<file path="src/rtl/led_pulse_ctrl_if.sv">
// Event/LED bundle for led_pulse_ctrl: per-channel triggers and global mode in,
// per-channel LED drives and busy flags out.
interface led_pulse_ctrl_if #(
    parameter int NUM_CH = 4
);
    logic [NUM_CH-1:0] trig;
    logic [1:0]        mode;
    logic [NUM_CH-1:0] led;
    logic [NUM_CH-1:0] busy;

    modport master (output trig, output mode, input led, input busy);
    modport slave  (input trig, input mode, output led, output busy);
endinterface

</file>
<file path="src/rtl/led_pulse_ctrl.sv">
// Multi-channel LED indicator driver: one-shot hold, retriggerable hold or blink burst
// per asynchronous event input. Optional PWM dimming is enabled by defining LED_DIM_EN.
module led_pulse_ctrl #(
    parameter int NUM_CH         = 4,
    parameter int CNT_W          = 23,
    parameter int HOLD_CYC       = 2500000,
    parameter int BLINK_HALF     = 1250000,
    parameter int BLINK_NUM      = 3,
    parameter bit LED_ACTIVE_LOW = 1'b1
`ifdef LED_DIM_EN
    ,
    parameter int DIM_DUTY       = 8
`endif
) (
    input  logic            sys_clk,
    input  logic            sys_rst_n,
    led_pulse_ctrl_if.slave bus
);

    typedef enum logic [1:0] {
        ST_IDLE = 2'd0,
        ST_ON   = 2'd1,
        ST_OFF  = 2'd2
    } state_t;

    localparam logic [1:0]       MODE_RETRIG = 2'b01;
    localparam logic [1:0]       MODE_BLINK  = 2'b10;
    localparam logic [1:0]       MODE_OFF    = 2'b11;
    localparam logic [CNT_W-1:0] CNT_ZERO    = {CNT_W{1'b0}};
    localparam logic [CNT_W-1:0] CNT_ONE     = {{(CNT_W-1){1'b0}}, 1'b1};
    localparam logic [CNT_W-1:0] HOLD_LD     = CNT_W'(HOLD_CYC);
    localparam logic [CNT_W-1:0] BLINK_LD    = CNT_W'(BLINK_HALF);
    localparam logic [3:0]       BLINK_LAST  = 4'(BLINK_NUM - 1);
    localparam logic             LED_OFF     = LED_ACTIVE_LOW ? 1'b1 : 1'b0;
    localparam logic             LED_ON      = LED_ACTIVE_LOW ? 1'b0 : 1'b1;

    logic [NUM_CH-1:0] led_s;
    logic [NUM_CH-1:0] busy_s;
    logic              dim_gate_s;

`ifdef LED_DIM_EN
    logic [3:0] pwm_cnt_r;

    // Shared free-running PWM phase; a lit channel is driven only in the first DIM_DUTY slots.
    always_ff @(posedge sys_clk or negedge sys_rst_n) begin
        if (!sys_rst_n) begin
            pwm_cnt_r <= 4'd0;
        end else begin
            pwm_cnt_r <= pwm_cnt_r + 4'd1;
        end
    end

    assign dim_gate_s = ({1'b0, pwm_cnt_r} < 5'(DIM_DUTY));
`else
    assign dim_gate_s = 1'b1;
`endif

    for (genvar g = 0; g < NUM_CH; g++) begin : g_ch
        logic             trig_d1_r;
        logic             trig_d2_r;
        logic             rise_s;
        state_t           state_r;
        logic [CNT_W-1:0] cnt_r;
        logic [3:0]       blink_r;
        logic [1:0]       mode_r;
        logic             led_r;
        logic             busy_r;

        // Two-stage synchroniser for the asynchronous event input.
        always_ff @(posedge sys_clk or negedge sys_rst_n) begin
            if (!sys_rst_n) begin
                trig_d1_r <= 1'b0;
                trig_d2_r <= 1'b0;
            end else begin
                trig_d1_r <= bus.trig[g];
                trig_d2_r <= trig_d1_r;
            end
        end

        assign rise_s = trig_d1_r & ~trig_d2_r;

        // Channel sequencer; led/busy are registered from the pre-edge state so both lag it by one edge.
        always_ff @(posedge sys_clk or negedge sys_rst_n) begin
            if (!sys_rst_n) begin
                state_r <= ST_IDLE;
                cnt_r   <= CNT_ZERO;
                blink_r <= 4'd0;
                mode_r  <= 2'b00;
                led_r   <= LED_OFF;
                busy_r  <= 1'b0;
            end else if (bus.mode == MODE_OFF) begin
                state_r <= ST_IDLE;
                cnt_r   <= CNT_ZERO;
                blink_r <= 4'd0;
                mode_r  <= mode_r;
                led_r   <= LED_OFF;
                busy_r  <= 1'b0;
            end else begin
                case (state_r)
                    ST_IDLE: begin
                        if (rise_s) begin
                            state_r <= ST_ON;
                            mode_r  <= bus.mode;
                            cnt_r   <= (bus.mode == MODE_BLINK) ? BLINK_LD : HOLD_LD;
                            blink_r <= 4'd0;
                        end else begin
                            state_r <= ST_IDLE;
                            cnt_r   <= CNT_ZERO;
                            blink_r <= 4'd0;
                        end
                    end
                    ST_ON: begin
                        // A retrigger reload outranks both the decrement and the end of hold.
                        if ((mode_r == MODE_RETRIG) && rise_s) begin
                            cnt_r <= HOLD_LD;
                        end else if (cnt_r == CNT_ONE) begin
                            if ((mode_r == MODE_BLINK) && (blink_r != BLINK_LAST)) begin
                                state_r <= ST_OFF;
                                cnt_r   <= BLINK_LD;
                            end else begin
                                state_r <= ST_IDLE;
                                cnt_r   <= CNT_ZERO;
                            end
                        end else begin
                            cnt_r <= cnt_r - CNT_ONE;
                        end
                    end
                    ST_OFF: begin
                        if (cnt_r == CNT_ONE) begin
                            state_r <= ST_ON;
                            cnt_r   <= BLINK_LD;
                            blink_r <= blink_r + 4'd1;
                        end else begin
                            cnt_r <= cnt_r - CNT_ONE;
                        end
                    end
                    default: begin
                        state_r <= ST_IDLE;
                        cnt_r   <= CNT_ZERO;
                        blink_r <= 4'd0;
                    end
                endcase
                led_r  <= ((state_r == ST_ON) && dim_gate_s) ? LED_ON : LED_OFF;
                busy_r <= (state_r != ST_IDLE);
            end
        end

        assign led_s[g]  = led_r;
        assign busy_s[g] = busy_r;
    end

    assign bus.led  = led_s;
    assign bus.busy = busy_s;

endmodule

</file>
<file path="src/flat_wrapper.sv">
// flat-port wrapper written by rule: the top's interface ports become plain ports
module led_pulse_ctrl_flat 
#(
    parameter int NUM_CH         = 4,
    parameter int CNT_W          = 23,
    parameter int HOLD_CYC       = 2500000,
    parameter int BLINK_HALF     = 1250000,
    parameter int BLINK_NUM      = 3,
    parameter bit LED_ACTIVE_LOW = 1'b1

)
  (sys_clk, sys_rst_n, bus_trig, bus_mode, bus_led, bus_busy);
  led_pulse_ctrl_if #(.NUM_CH(NUM_CH)) bus_i ();
  input  logic sys_clk;
  input  logic sys_rst_n;
  input wire logic [$bits(bus_i.trig)-1:0] bus_trig;
  input wire logic [$bits(bus_i.mode)-1:0] bus_mode;
  output wire logic [$bits(bus_i.led)-1:0] bus_led;
  output wire logic [$bits(bus_i.busy)-1:0] bus_busy;
  assign bus_i.trig = bus_trig;
  assign bus_i.mode = bus_mode;
  assign bus_led = bus_i.led;
  assign bus_busy = bus_i.busy;
  led_pulse_ctrl #(.NUM_CH(NUM_CH), .CNT_W(CNT_W), .HOLD_CYC(HOLD_CYC), .BLINK_HALF(BLINK_HALF), .BLINK_NUM(BLINK_NUM), .LED_ACTIVE_LOW(LED_ACTIVE_LOW)) u_core (.sys_clk(sys_clk), .sys_rst_n(sys_rst_n), .bus(bus_i));
endmodule
</file>
<file path="config.mk">
export PLATFORM = sky130hd
export DESIGN_NAME = led_pulse_ctrl_flat
export DESIGN_NICKNAME = d
export VERILOG_FILES = /design/src/rtl/led_pulse_ctrl_if.sv /design/src/rtl/led_pulse_ctrl.sv /design/src/flat_wrapper.sv
export SDC_FILE = /design/constraint.sdc
export NUM_CORES = 1
export LEC_CHECK = 0
export ABC_AREA = 1
export ABC_CLOCK_PERIOD_IN_PS = 1750
export BUFFER_PORTS_ARGS = -buffer_cell sky130_fd_sc_hd__buf_4
export CAP_MARGIN = 20
export CORE_ASPECT_RATIO = 0.7
export CORE_MARGIN = 2
export CORE_UTILIZATION = 64
export CTS_CLUSTER_SIZE = 12
export DETAILED_ROUTE_END_ITERATION = 8
export GPL_TIMING_DRIVEN = 1
export PLACE_DENSITY = 0.88
export SYNTH_ARGS = -nofsm -noshare
export SYNTH_HDL_FRONTEND = slang
export SYNTH_SLANG_ARGS = --single-unit
</file>
<file path="constraint.sdc">
create_clock -name sys_clk -period 1.75 [get_ports sys_clk]
set_input_delay 0 -clock sys_clk [delete_from_list [all_inputs] [get_ports sys_clk]]
set_output_delay 0 -clock sys_clk [all_outputs]
set_load 0.02 [all_outputs]
</file>
=== Word-level counts from Yosys, hierarchy flattened ===
Cells that the tools add are included.

* Add/sub/neg operators: 8
* Eq/ne operators: 42
* Muxes and demuxes: 81
* Bitwise gates (word level): 9
* Reductions and logical operators: 28

{| class="wikitable"
|+ Operator list
! kind !! number
|-
| two-way mux 23 bit || 20
|-
| one-hot mux 23 bit (3 select lines) || 4
|-
| equality test 23 x 1 -> 1 bit (second input constant) || 4
|-
| subtractor 23 x 1 -> 23 bit (second input constant) || 4
|-
| two-way mux 21 bit || 4
|-
| two-way mux 2 bit || 20
|-
| two-way mux 4 bit || 8
|-
| one-hot mux 4 bit (2 select lines) || 4
|-
| one-hot mux 2 bit (3 select lines) || 4
|-
| AND reduction 3 bit || 8
|-
| two-way mux 22 bit || 1
|-
| equality test 2 bit (second input constant) || 10
|-
| != test 3 x 1 -> 1 bit (second input constant) || 6
|-
| adder 4 x 1 -> 4 bit (second input constant) || 4
|-
| equality test 2 x 1 -> 1 bit (second input constant) || 8
|-
| two-way mux 1 bit || 16
|-
| != test 4 x 2 -> 1 bit (second input constant) || 4
|-
| != test 3 x 2 -> 1 bit (second input constant) || 4
|-
| logical AND 1 bit || 8
|-
| logical NOT 2 bit || 4
|-
| AND reduction 2 bit || 4
|-
| nonzero test 2 bit || 4
|-
| != test 3 bit (second input constant) || 2
|-
| NOT 1 bit || 5
|-
| 3 further kinds || 8
|}

* Flip-flop bits (word level): 140
* Input port bits: 8
* Output and inout bits: 8
* Word-level logic and storage cells: 200

=== Logic depth before layout (Yosys ltp) ===
* Word-level depth: 7
* Gate-level depth with buffers: 12
* Depth with buffers taken out: 12

=== Worst setup path before layout ===
No wires, ideal clock.

* Path type: flip-flop to flip-flop
* Start point: register u_core.g_ch[2].cnt_r[0]
* End point: register u_core.g_ch[2].cnt_r[22]
* Library setup time: 122 ps
* Data arrival time: 1,424 ps
* Data required time: 1,628 ps
* Slack: 204 ps
* Stages on the path, launching flop included: 9
* Path buffers: 0
* Clock period less this slack: 1,546 ps
* Path through: dfrtp_1 > inv_1 > ha_1 > nand2_1 > nor2_2 > nand3_1 > nor3_2 > xor2_1 > nor2_1

* Cells in the longest elaborated chain, start to end: 5
* Elaborated cells between the ends (all ways): 7
* Classes of those cells: add/sub (1); eq/ne (1); mux (5)

{| class="wikitable"
|+ Ends and longest elaborated chain
! element !! line !! text
|-
| start, declared || led_pulse_ctrl.sv:63 || <nowiki>logic [CNT_W-1:0] cnt_r;</nowiki>
|-
| start signal, assigned || led_pulse_ctrl.sv:104 || <nowiki>cnt_r <= (bus.mode == MODE_BLINK) ? BLINK_LD : HOLD_LD;</nowiki>
|-
| start signal, assigned || led_pulse_ctrl.sv:125 || <nowiki>cnt_r <= cnt_r - CNT_ONE;</nowiki>
|-
| start signal, assigned || led_pulse_ctrl.sv:134 || <nowiki>cnt_r <= cnt_r - CNT_ONE;</nowiki>
|-
| subtractor 23 x 1 -> 23 bit or equality test 23 x 1 -> 1 bit (tied branches) || -- ||
|-
| two-way mux 23 bit || led_pulse_ctrl.sv:116 || <nowiki>end else if (cnt_r == CNT_ONE) begin</nowiki>
|-
| two-way mux 23 bit || led_pulse_ctrl.sv:114 || <nowiki>if ((mode_r == MODE_RETRIG) && rise_s) begin</nowiki>
|-
| one-hot mux 23 bit (3 select lines) * || led_pulse_ctrl.sv:99 || <nowiki>case (state_r)</nowiki>
|-
| two-way mux 23 bit * || led_pulse_ctrl.sv:91 || <nowiki>end else if (bus.mode == MODE_OFF) begin</nowiki>
|}

Every way passes the cells marked *; elsewhere a longest branch is shown, timed or not.
A chain may end at the register's enable or synchronous reset.

=== Worst setup path in the final report ===
* Start point: register u_core.g_ch[1].cnt_r[9]
* End point: register u_core.g_ch[1].cnt_r[20]

* Cells in the longest elaborated chain, start to end: 5
* Elaborated cells between the ends (all ways): 7
* Classes of those cells: add/sub (1); eq/ne (1); mux (5)

{| class="wikitable"
|+ Ends and longest elaborated chain
! element !! line
|-
| start, declared || led_pulse_ctrl.sv:63
|-
| start signal, assigned || led_pulse_ctrl.sv:104
|-
| start signal, assigned || led_pulse_ctrl.sv:125
|-
| start signal, assigned || led_pulse_ctrl.sv:134
|-
| subtractor 23 x 1 -> 23 bit or equality test 23 x 1 -> 1 bit (tied branches) || --
|-
| two-way mux 23 bit || led_pulse_ctrl.sv:116
|-
| two-way mux 23 bit || led_pulse_ctrl.sv:114
|-
| one-hot mux 23 bit (3 select lines) * || led_pulse_ctrl.sv:99
|-
| two-way mux 23 bit * || led_pulse_ctrl.sv:91
|}

Marked as above.

==> metrics <==
Post-synth top cells=213 x nand2_1, 180 x nor2_1, 136 x dfrtp_1; via count=around 8.0k; combinational share of power=46.8%; RSZ-0062 raised after global routing=true; critical path's slowest cell=dfrtp_2; pin count of the biggest net entering global routing=46; Slew Limit Fails=0; R2R setup slack=0.01 ns; root buf cell=clkbuf_16; Rel. slew slack=61.3%; die height=99.7 um; drt via density=between 5 and 6; antenna fix cells=0; critical-path maximum fanout=6; Tmin final=1.74 ns; CP cell instances=nor2_4 -> nand2_2 -> nor2_4 -> buf_12 -> nand3_4 -> nor2_1 -> o21ai_2 -> nand2_1 -> a21oi_1; Routed WL=22200 um; Crit path buffers/inverters=1; status=complete, no violations; Clock transition at path regs=0.06 ns; R2R Path Start=u_core.g_ch[1].cnt_r[9]; GRT Total Usage=31.1%; Final Hold Viols=0; detailed placement HPWL=between 10000 and 15000 um; post-synth top area cell=dfrtp_1; Reg2Reg Capture Point=u_core.g_ch[1].cnt_r[20]; Cells after Synth=1108; Netlist Area Pre-Place=8370 um^2; CP Class=flop to flop; Req. time, crit path=2.04 ns; startpoint types=flop; Worst path depth=9; R2R cell count=9; Core Footprint=12600 um^2; grt ovf=0; Max clock buf depth=2; Hold WC Path Type=input port to async pin; row count=34; FMAX=just under 0.6 GHz; Clock Skews=0.0115 ns; Peak VDD IR=around 0.0012 V; post-route ant nets=0; WL/cell=16.4 um; kind of cell adding the most delay to the critical path=simple AND/OR/NAND/NOR gates; Detailed Route Iter0 Violations=around 990; Inst Count DP=1297; Synth top area share=between 40 and 50%; dominant synthesized flop cell=dfrtp_1; I/O Buffers=15; Initial Utilization=approximately 66%; first-pass detailed-route iteration total=8; Clk pwr share=23.9%; first-pass GRT wire length=34800 um; fin util=about four fifths; initial antenna violation count=0; routability congestion estimate from global placement=0.977; CTS buffer count=17; worst setup path startpoint=u_core.g_ch[1].cnt_r[9]; maxcap violations=0; CP Capture Type=flop; top cells by area, synth=dfrtp_1 41%, nand2_1 9.6%, nor2_1 8.1%; Tcrit/Tclk final=99.2%; syn_nets=1132; layout cell share with drive strength beyond 1=20.2%; Area growth syn-to-layout=18.0%; clk sink count=140; Avg Inst Size Synth=7.55 um^2; I/O pin count=16; Synth cell types=53; Die Area=~14000 um^2; Ys Warns=0; largest stage delay on the critical path=0.44 ns; Most Frequent Cell on Critical Path=nor2_4; Die X=141 um; count leader, synth=nand2_1; sequential fraction of the synthesis area=around two fifths; number of global-route vias before repair=7294; Final setup viols=0; post-synthesis register bit count=140; worst skew pair latency=~0.42 ns; LEAKAGE=4.91 nW; Switching Fraction=roughly 43%; PwrDens=1570 nW/um^2; Arrival @ worst endpoint=2.03 ns; nets@finish=~1.2k; Slew @ Worst Pin=0.575 ns; Psw=approximately 6.7 mW; H-tree depth=4; Finished Layout Cells=approximately 1.4k; async set-reset flop share out of synthesis=100%; CTS tree=built; Reg power frac=29.3%; # DRC=0; Pint=8.78 mW; EDFF count, synth=0
==> timing repair <==
action                                  CTS  global route
hold endpoints to repair                145             2
endpoints found under the setup margin    5            69
pin swaps                                 1            12
setup buffers                             0            19
gates resized for setup                   1            63
hold buffers                              6             1
==> layer usage <==
layer	vias to the layer above	part of all wire, %	GRT usage, %
met5	-	0	0
met4	0	1.7	7.92
met3	54	10	7.85
met2	470	46	48.1
met1	3735	42	44.3
li1	3724	-	-
==> placed cells by master, fill, tap and decap left out, types with 18 or more instances in the layout <==
cell type,Yosys,routed
xor2_1,18,18
nor2_1,180,153
nor2_4,12,23
nand2_2,12,21
nand3_1,100,99
a21oi_1,68,68
nor2_2,25,41
nand4_1,25,25
buf_4,9,56
nand2_1,213,203
inv_1,131,129
o21ai_0,41,40
dfrtp_1,136,134
==> through the flow <==
stage               total power [mW]  hold WS [ns]  setup TNS (ns)  worst slack, ns  area (um^2)
floorplan                       9.15        -0.296               0            0.204         8370
CTS                             14.5        0.0220        -0.00489         -0.00489         9490
global placement                10.5       -0.0506               0           0.0829         8830
finish                          15.5        0.0614               0           0.0146         9870
global route                    16.4        0.0963          -0.568          -0.0574         9870
detailed placement              10.7       -0.0493               0           0.0136         8830
==> cells by family (layout without fill, tap and decap cells) <==
logic type,after synthesis,in the layout,share of synthesized area [%]
compound gates,146,146,9.99
simple gates,618,618,35.0
fa+ha+maj,16,16,2.39
buf+inv,159,243,7.69
flops,140,140,41.9
xor+xnor,29,29,3.04
==> flip-flops by register name, summed over array words and instances (netlist names) <==
| register | count |
|---|---|
| u_core.g_ch.blink_r | 16 |
| u_core.g_ch.busy_r | 4 |
| u_core.g_ch.cnt_r | 92 |
| u_core.g_ch.led_r | 4 |
| u_core.g_ch.mode_r | 8 |
| u_core.g_ch.state_r | 8 |
| u_core.g_ch.trig_d1_r | 4 |
| u_core.g_ch.trig_d2_r | 4 |
==> how the worst max path moves through the flow <==
stage	to	slack, ns
5_1_grt	u_core.g_ch[1].blink_r[3]	-0.06
6_report	u_core.g_ch[1].cnt_r[20]	0.01
2_1_floorplan	u_core.g_ch[2].cnt_r[22]	0.20
4_1_cts	u_core.g_ch[1].blink_r[3]	-0.005
3_5_place_dp	u_core.g_ch[3].cnt_r[16]	0.01
3_3_place_gp	u_core.g_ch[3].cnt_r[16]	0.08
==> final cells by class <==
cell class                      instances  area, um^2
Clock buffer                           17         425
Clock inverter                         14         170
Fill cell                             843        2720
Inverter                              143         538
Multi-Input combinational cell        809        4420
Sequential cell                       140        3510
Tap cell                              162         203
Timing Repair Buffer                   69         602
==> power by group through the flow <==
| stage | combinational (mW) | clock, mW | sequential, mW |
|---|---|---|---|
| 2_1_floorplan | 4.78 | 0 | 4.37 |
| 3_3_place_gp | 6.03 | 0 | 4.47 |
| 3_5_place_dp | 6.17 | 0 | 4.50 |
| 4_1_cts | 6.33 | 3.69 | 4.47 |
| 5_1_grt | 7.93 | 3.84 | 4.60 |
| 6_report | 7.23 | 3.69 | 4.54 |
Note: power is estimated with default switching activity, not from simulation.
